===== config.mk =====
export PLATFORM = sky130hd
export DESIGN_NAME = pool2x2_stream
export DESIGN_NICKNAME = d
export VERILOG_FILES = /design/src/rtl/pool2x2_stream.sv
export SDC_FILE = /design/constraint.sdc
export NUM_CORES = 1
export LEC_CHECK = 0
export CELL_PAD_IN_SITES_DETAIL_PLACEMENT = 1
export CELL_PAD_IN_SITES_GLOBAL_PLACEMENT = 1
export CORE_UTILIZATION = 55
export CTS_BUF_LIST = sky130_fd_sc_hd__clkbuf_8
export DETAILED_ROUTE_END_ITERATION = 8
export PLACE_DENSITY = 0.82
export RECOVER_POWER = 25
export SETUP_SLACK_MARGIN = 0.3
export SLEW_MARGIN = 10
export SYNTH_ARGS = -nofsm -noshare
export SYNTH_HDL_FRONTEND = slang
export SYNTH_SLANG_ARGS = --single-unit

===== constraint.sdc =====
create_clock -name clk -period 5.81 [get_ports clk]
set_clock_uncertainty 0.15 [all_clocks]
set_input_delay 1.162 -clock clk [delete_from_list [all_inputs] [get_ports clk]]
set_output_delay 1.162 -clock clk [all_outputs]
set_load 0.01 [all_outputs]

===== src/rtl/pool2x2_stream.sv =====
// Streaming 2x2 stride-2 pooling over raster-order pixels, CHANNELS lanes, half-width line buffer.
// Average pooling by default; defining POOL_MAX_EN adds the pool_mode port and signed-max pooling.
module pool2x2_stream #(
    parameter int DATA_W   = 16,
    parameter int WIDTH    = 28,
    parameter int HEIGHT   = 28,
    parameter int CHANNELS = 1
) (
    input  logic                       clk,
    input  logic                       rst_n,
`ifdef POOL_MAX_EN
    input  logic                       pool_mode,
`endif
    input  logic                       in_valid,
    output logic                       in_ready,
    input  logic [CHANNELS*DATA_W-1:0] in_data,
    output logic                       out_valid,
    input  logic                       out_ready,
    output logic [CHANNELS*DATA_W-1:0] out_data,
    output logic                       out_last
);

    localparam int PAIRS    = WIDTH / 2;
    localparam int CW       = $clog2(WIDTH);
    localparam int RW       = $clog2(HEIGHT);
    localparam int PW       = (PAIRS > 1) ? $clog2(PAIRS) : 1;
    localparam int BW       = DATA_W + 2;
    localparam int LAST_COL = 2 * (WIDTH / 2) - 1;
    localparam int LAST_ROW = 2 * (HEIGHT / 2) - 1;

    // Both ports move a word only on valid && ready; the producer holds data
    // stable while valid is high and not yet accepted, and never retracts valid.
    logic [CW-1:0]              col;
    logic [RW-1:0]              row;
    logic [CHANNELS*DATA_W-1:0] h_all;
    logic [CHANNELS*BW-1:0]     pair_all;
    logic [CHANNELS*DATA_W-1:0] res_all;
    logic [BW-1:0]              lbuf [CHANNELS][PAIRS];
    logic [PW-1:0]              p;
    logic in_hs, col_last, row_last, discard, buf_wr, out_load, last_pos;
`ifdef POOL_MAX_EN
    logic mode_q;
`endif

    assign in_ready = !out_valid || out_ready;
    assign in_hs    = in_valid && in_ready;
    assign col_last = (col == CW'(WIDTH - 1));
    assign row_last = (row == RW'(HEIGHT - 1));
    // Trailing column/row of an odd-sized map never forms a complete window.
    assign discard  = (((WIDTH % 2) == 1) && col_last) || (((HEIGHT % 2) == 1) && row_last);
    assign p        = PW'(col >> 1);
    assign buf_wr   = in_hs && !discard && !row[0] && col[0];
    assign out_load = in_hs && !discard && row[0] && col[0];
    assign last_pos = (row == RW'(LAST_ROW)) && (col == CW'(LAST_COL));

    for (genvar k = 0; k < CHANNELS; k++) begin : g_lane
        logic signed [DATA_W-1:0] xs, hs;
        logic signed [BW-1:0]     xe, he, bv, pair, quad;
        assign xs = in_data[k*DATA_W +: DATA_W];
        assign hs = h_all[k*DATA_W +: DATA_W];
        assign xe = {{2{xs[DATA_W-1]}}, xs};
        assign he = {{2{hs[DATA_W-1]}}, hs};
        assign bv = lbuf[k][p];
`ifdef POOL_MAX_EN
        assign pair = mode_q ? ((he > xe) ? he : xe) : (he + xe);
        assign quad = mode_q ? ((bv > pair) ? bv : pair) : ((bv + pair) >>> 2);
`else
        assign pair = he + xe;
        assign quad = (bv + pair) >>> 2;
`endif
        assign pair_all[k*BW +: BW]       = pair;
        assign res_all[k*DATA_W +: DATA_W] = DATA_W'(quad);
    end

    always_ff @(posedge clk) begin
        if (buf_wr) begin
            for (int k = 0; k < CHANNELS; k++) begin
                lbuf[k][p] <= pair_all[k*BW +: BW];
            end
        end
    end

    always_ff @(posedge clk or negedge rst_n) begin
        if (!rst_n) begin
            col   <= '0;
            row   <= '0;
            h_all <= '0;
        end else if (in_hs) begin
            if (col_last) begin
                col <= '0;
                row <= row_last ? '0 : row + 1'b1;
            end else begin
                col <= col + 1'b1;
            end
            if (!discard && !col[0]) begin
                h_all <= in_data;
            end
        end
    end

`ifdef POOL_MAX_EN
    // Mode is latched with pixel (0,0) so a frame is never pooled with mixed modes.
    always_ff @(posedge clk or negedge rst_n) begin
        if (!rst_n) begin
            mode_q <= 1'b0;
        end else if (in_hs && col == '0 && row == '0) begin
            mode_q <= pool_mode;
        end
    end
`endif

    always_ff @(posedge clk or negedge rst_n) begin
        if (!rst_n) begin
            out_valid <= 1'b0;
            out_data  <= '0;
            out_last  <= 1'b0;
        end else if (out_load) begin
            out_valid <= 1'b1;
            out_data  <= res_all;
            out_last  <= last_pos;
        end else if (out_valid && out_ready) begin
            out_valid <= 1'b0;
        end
    end

endmodule


; ---- Word level (Yosys, flattened, before mapping)
; Memories as Yosys holds them, arrays and structs flattened.
; Index checks and enable logic that the tools add are counted.
; W data, S select, Z words.
[word_totals]
mem_count = 1
output_inout_bits = 19
word_cells = 42
romBits = 0
reg_bits = 44
latch_bits = 0
ram_bits = 252
[mem_list]
columns = name, depth, width, read_ports, rd_clocked_by_memory_dff, wr, line
row1 = lbuf, 1, 252, 1, 0, 1, 38  ; logic [BW-1:0] lbuf [CHANNELS][PAIRS];
[classes]
div = 0
n_addsub = 4
bitwise = 2
magnitude_cmp = 2
shift = 0
muxes = 11
n_reduce_logical = 14
n_mul = 0
eq_ne = 2
[op_table]
columns = operator, count
row1 = $mux W252, 1
row2 = $bmux W18 S4, 1
row3 = $demux W18 S4, 1
row4 = $mux W18, 3
row5 = $add A18 B17 Y18, 1
row6 = $add A16 B16 Y17, 1
row7 = $add A5 B1 Y5 const B, 2
row8 = $eq A5 B5 Y1 const B, 2
row9 = $mux W5, 2
row10 = $logic_and A1 B1 Y1, 8
row11 = $ge A5 B5 Y1 const B, 1
row12 = $lt A5 B1 Y1 const B, 1
row13 = $not A4 Y5, 1
row14 = $reduce_and A2 Y1, 2
row15 = $mux W1, 3
row16 = $logic_not A1 Y1, 2
row17 = $reduce_bool A2 Y1, 1
row18 = $logic_or A1 B1 Y1, 1
row19 = $not A1 Y1, 1

; ---- Logic depth before layout (Yosys ltp)
; Gate-level depths: netlist (run 1).
[depth]
depth_word = 7
ltp_mapped = 17

; ---- Worst setup path before layout (run 1)
; No wires, ideal clock.
[synth_path]
path_kind = in2reg
from = in in_data[0]
to = reg out_data[14]
setup_slack_ps = 809
required_ps = 5536
path_stages = 15
t_arrival_ps = 4727
path_buffers = 0
path_cell_list = ha_1 > fa_1 > a21o_1 > a21oi_1 > o21bai_1 > a21oi_1 > o21ai_1 > a2111oi_2 > nor2_1 > xnor2_1 > ha_1 > and2_1 > o21ai_0 > and4_1 > a211o_1
[synth_via]
elab_chain_len = 2
[synth_rtl]
columns = element, line
row1 = from (decl), 16  ; input logic [CHANNELS*DATA_W-1:0] in_data,
row2 = $add A16 B16 Y17, 68  ; assign pair = he + xe;
row3 = via g_lane[0].pair[12], 58  ; logic signed [BW-1:0] xe, he, bv, pair, quad;
row4 = $add A18 B17 Y18, 69  ; assign quad = (bv + pair) >>> 2;
row5 = to (signal assigned), 119  ; out_data <= res_all;
row6 = to (decl), 19  ; output logic [CHANNELS*DATA_W-1:0] out_data,
; The timed path passes the listed nets, and every way through them passes these cells.
; A chain may end at the register's enable or synchronous reset.

; ---- Worst setup path after layout (run 1)
; Ends and elaborated chain as after synthesis.

==> flow_summary.toml, run 1 <==
[outcome]
status = "complete, but fails checks"
violations = "design-rule violations, max-capacitance violations, max-slew violations"

[floorplanning]
dieArea_mm2 = 0.0231
die_h_um = 152
io_pins = 39
dieWidth_um = 152
core_area_mm2 = 0.0220
rows = 54
initial_core_util_pct = 56.4

[logic_synthesis]
synth_top_area_share_pct = 57.7
synth_compound_area_share_pct = 7.69
synthAdderAreaFrac_pct = 3.50
synth_seq_cells = 282
yosys.area_share.simple_pct = 6.63
syn_nets = 837
post_synth_mux_area_share_pct = 12.2
synth_xor_area_share_pct = 1.63
ys_top_cells_by_area = "edfxtp_1 (58%), dfrtp_1 (8.9%), mux4_2 (8.6%)"
synthCells = 783
synth_ff_type = "edfxtp_1"
synthDistinctLibCells = 64
yosys_warnings = 0
synth_seq_area_share_pct = 66.6
ys_async_sr_fraction_pct = 15.6
synth_enable_flop_cells = 238
syn_area_per_cell_um2 = 15.8
synth_top_family_by_area = "multiplexers"
synth.cell_area_mm2 = 0.0124
yosys.area.top_type = "edfxtp_1"

[final_layout]
drive_gt1_share_pct = 20.1
diodes = 0
final_cell_mix = "edfxtp_1 (238), nand2_1 (51), a21oi_1 (50)"
fin_nets = 925
syn2layout_area_growth_pct = 13.9
nFillCells = 1986
multi_input_comb_area_mm2 = 0.00397
final_common_cell = "edfxtp_1"
seq_area_mm2 = 0.00825

[setup_path]
r2r_cells = 15
required_ns = 6.10
end_kind = "flip-flop"
rr_startpoint = "g_lane[0].hs[0]"
crit_path_max_fanout = 6
start_kind = "input pin"
worstSetupPathType = "in -> reg"
rr_endpoint = "out_data[14]"
cp.arrival_ns = 5.61
rrSetupSlack_ns = 1.19

[sta]
hold_violations = 0
grt_setup_unrepaired = "true"
drv_slew = 63
setup-violations-final = 0
hold-worst-slack_ns = 0.328
max_clock_freq_mhz = 188
worstMarginPinSlew_ns = 2.62
worst_slack_ns = 0.494
fin_crit_ns = 5.32
period_share_pct = 91.5
slew_headroom_pct = -74.3

[clock_tree]
numCtsBuffers = 45
clkSinkCount = 282
cts_setup_buffers = 0
postCtsHoldBufs = 0
insertion_delay_ns = 0.56
h-tree-depth = 2
clockBufferDepth = 3
cts_root_buffer = "clkbuf_8"
cts_tree = "done"
clk_pin_slew_worst_paths_ns = 0.06

[placed_design]
preCtsSetupSlack_ns = -0.239
io_buffers = 38
dp_hpwl_mm = 20.3
gp_congestion = 0.866

[global_route]
grtUsageTotal_pct = 28.9
grt_pass1_vias = 8208
grt_max_degree = 55
antenna_found_initial = 0
gr-total-overflow = 0
grt_pass1_wl_mm = 48.9

[route]
viasPerCell = 6.43
drcViolationCount = 11
firstDrtPassIters = 7
wl_per_cell_um = 27.1
routed_wirelength_mm = 32.2
drt_iter0_markers = 752
vias = 7634
antenna_left = 0

[pwr]
max-vdd-ir-drop_mv = 0.221
p_leak_nw = 5.05
power_density_mw_per_mm2 = 550

[run]
maxCapViolCount = 2

[hold_path]
hp-class = "reg -> reg"
hold_end = "out_data[7]"
hold_path_depth = 2
min_from = "out_data[7]"
-- what timing repair did --
item                                    4_1_cts  5_1_grt
gates resized for setup                       1        2
endpoints found under the setup margin        1        5
gates cloned                                  0        0
-- area by class of cell --
type,count,share of cell area (%)
Clock buffer,48,4.69
Tap cell,280,2.48
Inverter,13,0.346
Multi-Input combinational cell,453,28.1
Timing Repair Buffer,76,4.60
Clock inverter,35,1.23
Sequential cell,282,58.5
-- cell usage after synthesis (all sizes together), types with 12 or more instances --
library cell	n
ha	33
buf	16
nand3	13
nand2	51
edfxtp	238
o21ai	26
a21oi	54
a211oi	18
inv	13
dfrtp	44
nor2	39
nor3	12
clkbuf	19
xnor2	16
and2	19
mux2i	19
mux2	21
mux4	48
-- metal layers --
metal / part of all wire [%] / GRT usage [%] / vias up
li1: - / - / 3243
met5: 0 / 0 / -
met2: 49 / 48.8 / 394
met1: 38 / 37.0 / 3900
met3: 8.6 / 5.33 / 97
met4: 3.7 / 12.4 / 0
-- critical path: stages --
cell and delay, ns:
clkdlybuf4s50_1 0.42, ha_1 0.25, fa_1 0.41, a21o_1 0.21, a21oi_1 0.21, o21bai_1 0.10, a21oi_1 0.22, o21ai_1 0.25
a2111oi_2 0.49, nor2_1 0.16, o211ai_1 0.49, ha_1 0.32, and3_1 0.22, o211ai_2 0.16, and4_1 0.24, a211o_1 0.28
-- power by group --
| group | switching [mW] | leakage [nW] | internal [mW] |
|---|---|---|---|
| Clock | 0.781 | 0.482 | 0.812 |
| Combinational | 2.01 | 1.86 | 1.30 |
| Sequential | 0.212 | 2.71 | 2.64 |
| Total | 3.00 | 5.05 | 4.75 |
-- how the worst max path moves through the flow --
stage | slack, ns | endpoint | startpoint | cells after the start
2_1_floorplan | 0.81 | out_data[14] | in_data[0] | 15
3_3_place_gp | 0.08 | out_data[14] | in_data[0] | 17
3_5_place_dp | -0.24 | out_data[14] | in_data[0] | 17
4_1_cts | 0.59 | out_data[14] | in_data[0] | 17
5_1_grt | 0.24 | out_data[14] | in_data[0] | 16
6_report | 0.49 | out_data[14] | in_data[0] | 16
-- metrics by stage --
stage | area (um^2) | power [mW] | TNS [ns] | cells | utilization (%)
floorplan | 12400 | 5.04 | 0 | 783 | -
detailed placement | 13300 | 6.11 | -0.966 | 1104 | 60.4
CTS | 14100 | 7.73 | 0 | 1187 | 64.2
global placement | 13300 | 5.86 | 0 | 1104 | 60.4
finish | 14100 | 7.76 | 0 | 1187 | 64.2
global route | 14100 | 8.08 | 0 | 1187 | 64.2
-- sequential cells by signal (all words and copies together) (netlist names) --
register and flops:
lbuf 238, g_lane.hs 16, out_data 16, col 5, row 5, out_last 1, out_valid 1
-- cells by family after synthesis --
kind of cell | after synthesis
mux | 88
compound gates | 141
flops | 282
simple gates | 167
buf+inv | 48
fa+ha+maj | 34
xor+xnor | 23
(Power assumes the default switching activity.)
==> run 2, diff against run 1 <==
--- a/config.mk
+++ b/config.mk
@@ -7,6 +7,7 @@
 export LEC_CHECK = 0
 export CELL_PAD_IN_SITES_DETAIL_PLACEMENT = 1
 export CELL_PAD_IN_SITES_GLOBAL_PLACEMENT = 1
+export CORE_MARGIN = 2
 export CORE_UTILIZATION = 55
 export CTS_BUF_LIST = sky130_fd_sc_hd__clkbuf_8
 export DETAILED_ROUTE_END_ITERATION = 8
@@ -17,3 +18,4 @@
 export SYNTH_ARGS = -nofsm -noshare
 export SYNTH_HDL_FRONTEND = slang
 export SYNTH_SLANG_ARGS = --single-unit
+export TNS_END_PERCENT = 30
==> run 2 against run 1 <==
Clock power up 4%. Largest power group unchanged. Sequential power rose by 1%. Via count down 0.47%. Global-route usage fell by 0.44 points. The flow finishes with violations (max-capacitance violations, max-slew violations). Clock-buffer cell count is 8 higher. Total power is 1.3% higher. Final area is 0.54% higher. Highest routed layer unchanged. Hold slack gained 0.013 ns. Cell count rose by 0.59%.
==> flow_summary.toml, run 2 (synthesis results as in run 1) <==
[final_layout]
largest_register_ffs = 238
diodes = 0
nFillCells = 2012
fin_nets = 930
drive_gt1_share_pct = 20.1
multi_input_comb_area_mm2 = 0.00397
regMostFlops = "lbuf"
final_common_cell = "edfxtp_1"
design_area_mm2 = 0.0142
stdcell_count = 1194
syn2layout_area_growth_pct = 14.5
seq_area_mm2 = 0.00825
final_cell_mix = "edfxtp_1 (238), clkbuf_8 (56), nand2_1 (51)"
fin_util_pct = 64.6

[clock_tree]
cts_setup_buffers = 0
h-tree-depth = 2
cts_tree = "done"
clockBufferDepth = 3
cts_root_buffer = "clkbuf_8"
postCtsHoldBufs = 0
clkSinkCount = 282
insertion_delay_ns = 0.56
numCtsBuffers = 47
clk_pin_slew_worst_paths_ns = 0.07

[global_route]
grt_pass1_wl_mm = 50.0
grtUsageTotal_pct = 28.5
gr-total-overflow = 0
antenna_found_initial = 0
grt_pass1_vias = 8437
grt_max_degree = 48

[sta]
worst_slack_ns = 0.462
hold-worst-slack_ns = 0.341
grt_setup_unrepaired = "true"
max_clock_freq_mhz = 187
tns_ns = 0
slew_headroom_pct = -69.7
period_share_pct = 92.0
setup-violations-final = 0
hold_violations = 0
drv_slew = 81
fin_crit_ns = 5.35
worstMarginPinSlew_ns = 2.55

[hold_path]
hp-class = "reg -> reg"

[route]
drcViolationCount = 0
viasPerCell = 6.36
firstDrtPassIters = 5
antenna_left = 0
drt_iter0_markers = 780
wl_per_cell_um = 27.3
routed_wirelength_mm = 32.6
vias = 7598

[placed_design]
placedInstanceArea_mm2 = 0.0133
io_buffers = 38
dp_cells = 1107
dp_hpwl_mm = 20.4
gp_congestion = 0.840
preCtsSetupSlack_ns = -0.416

[floorplanning]
initial_core_util_pct = 56.4
dieArea_mm2 = 0.0237
core_area_mm2 = 0.0220
rows = 54
dieWidth_um = 154
io_pins = 39
die_h_um = 154

[pwr]
p_leak_nw = 5.12
total_power_mw = 7.85
max-vdd-ir-drop_mv = 0.244
power_density_mw_per_mm2 = 554

[setup_path]
required_ns = 6.11
crit_path_max_fanout = 15
rrSetupSlack_ns = 0.92
end_kind = "flip-flop"
worstSetupPathType = "in -> reg"
cp.arrival_ns = 5.65
start_kind = "input pin"

[outcome]
violations = "max-capacitance violations, max-slew violations"
status = "complete, but fails checks"

[run]
maxCapViolCount = 2
==> run 2: cell count changes in the layout (fill, tap and decap cells not counted), sizes merged <==
cell           previous run  this run
clkinv                   21         9
clkbuf                   52        61
inv                      26        35
buf                      35        37
bufinv                    1         0
clkdlybuf4s50            17        16
dlygate4sd3              20        21
==> run 2: timing repair <==
action | 4_1_cts | 5_1_grt
cloned | 0 | 0
setup endpoints to repair | 2 | 3
gates resized for setup | 1 | 1
==> run 2: final timing paths <==
path	startpoint	to	depth (start not counted)
max in group asynchronous	rst_n	col[1]	1
max reg2reg	col[2]	out_data[8]	12
min	out_data[7]	out_data[7]	2
min reg2reg	out_data[7]	out_data[7]	2
min in group asynchronous	rst_n	row[4]	1
max	in_data[0]	out_data[14]	16
==> run 2: final cells by class <==
cell class	count	share of cell area, %
clock inverter	31	0.847
timing repair buffer	79	4.70
tap	280	2.47
multi-input combinational	453	28.0
inverter	13	0.344
clock buffer	56	5.44
sequential	282	58.2
==> run 2: power breakdown <==
part	switching [mW]	total, mW	internal [mW]	leakage, nW
Clock	0.786	1.66	0.870	0.541
Combinational	1.99	3.31	1.32	1.87
Sequential	0.249	2.89	2.64	2.71
==> run 2: worst max-delay path, stage by stage <==
cell           delay (ns)
dlygate4sd3_1        0.56
ha_1                 0.25
fa_1                 0.42
a21o_1               0.20
a21oi_1              0.23
o21bai_1             0.09
a21oi_1              0.20
o21ai_1              0.16
a2111oi_2            0.46
nor2_1               0.21
xnor2_4              0.38
ha_1                 0.29
and2_1               0.22
o21ai_0              0.25
and4_1               0.30
a211o_1              0.26
==> run 2: per-layer routing <==
metal	global-route usage (%)	routed length, um
met5	0	0
met4	15.1	1540
met3	5.67	2520
met2	45.8	15800
met1	37.0	12700
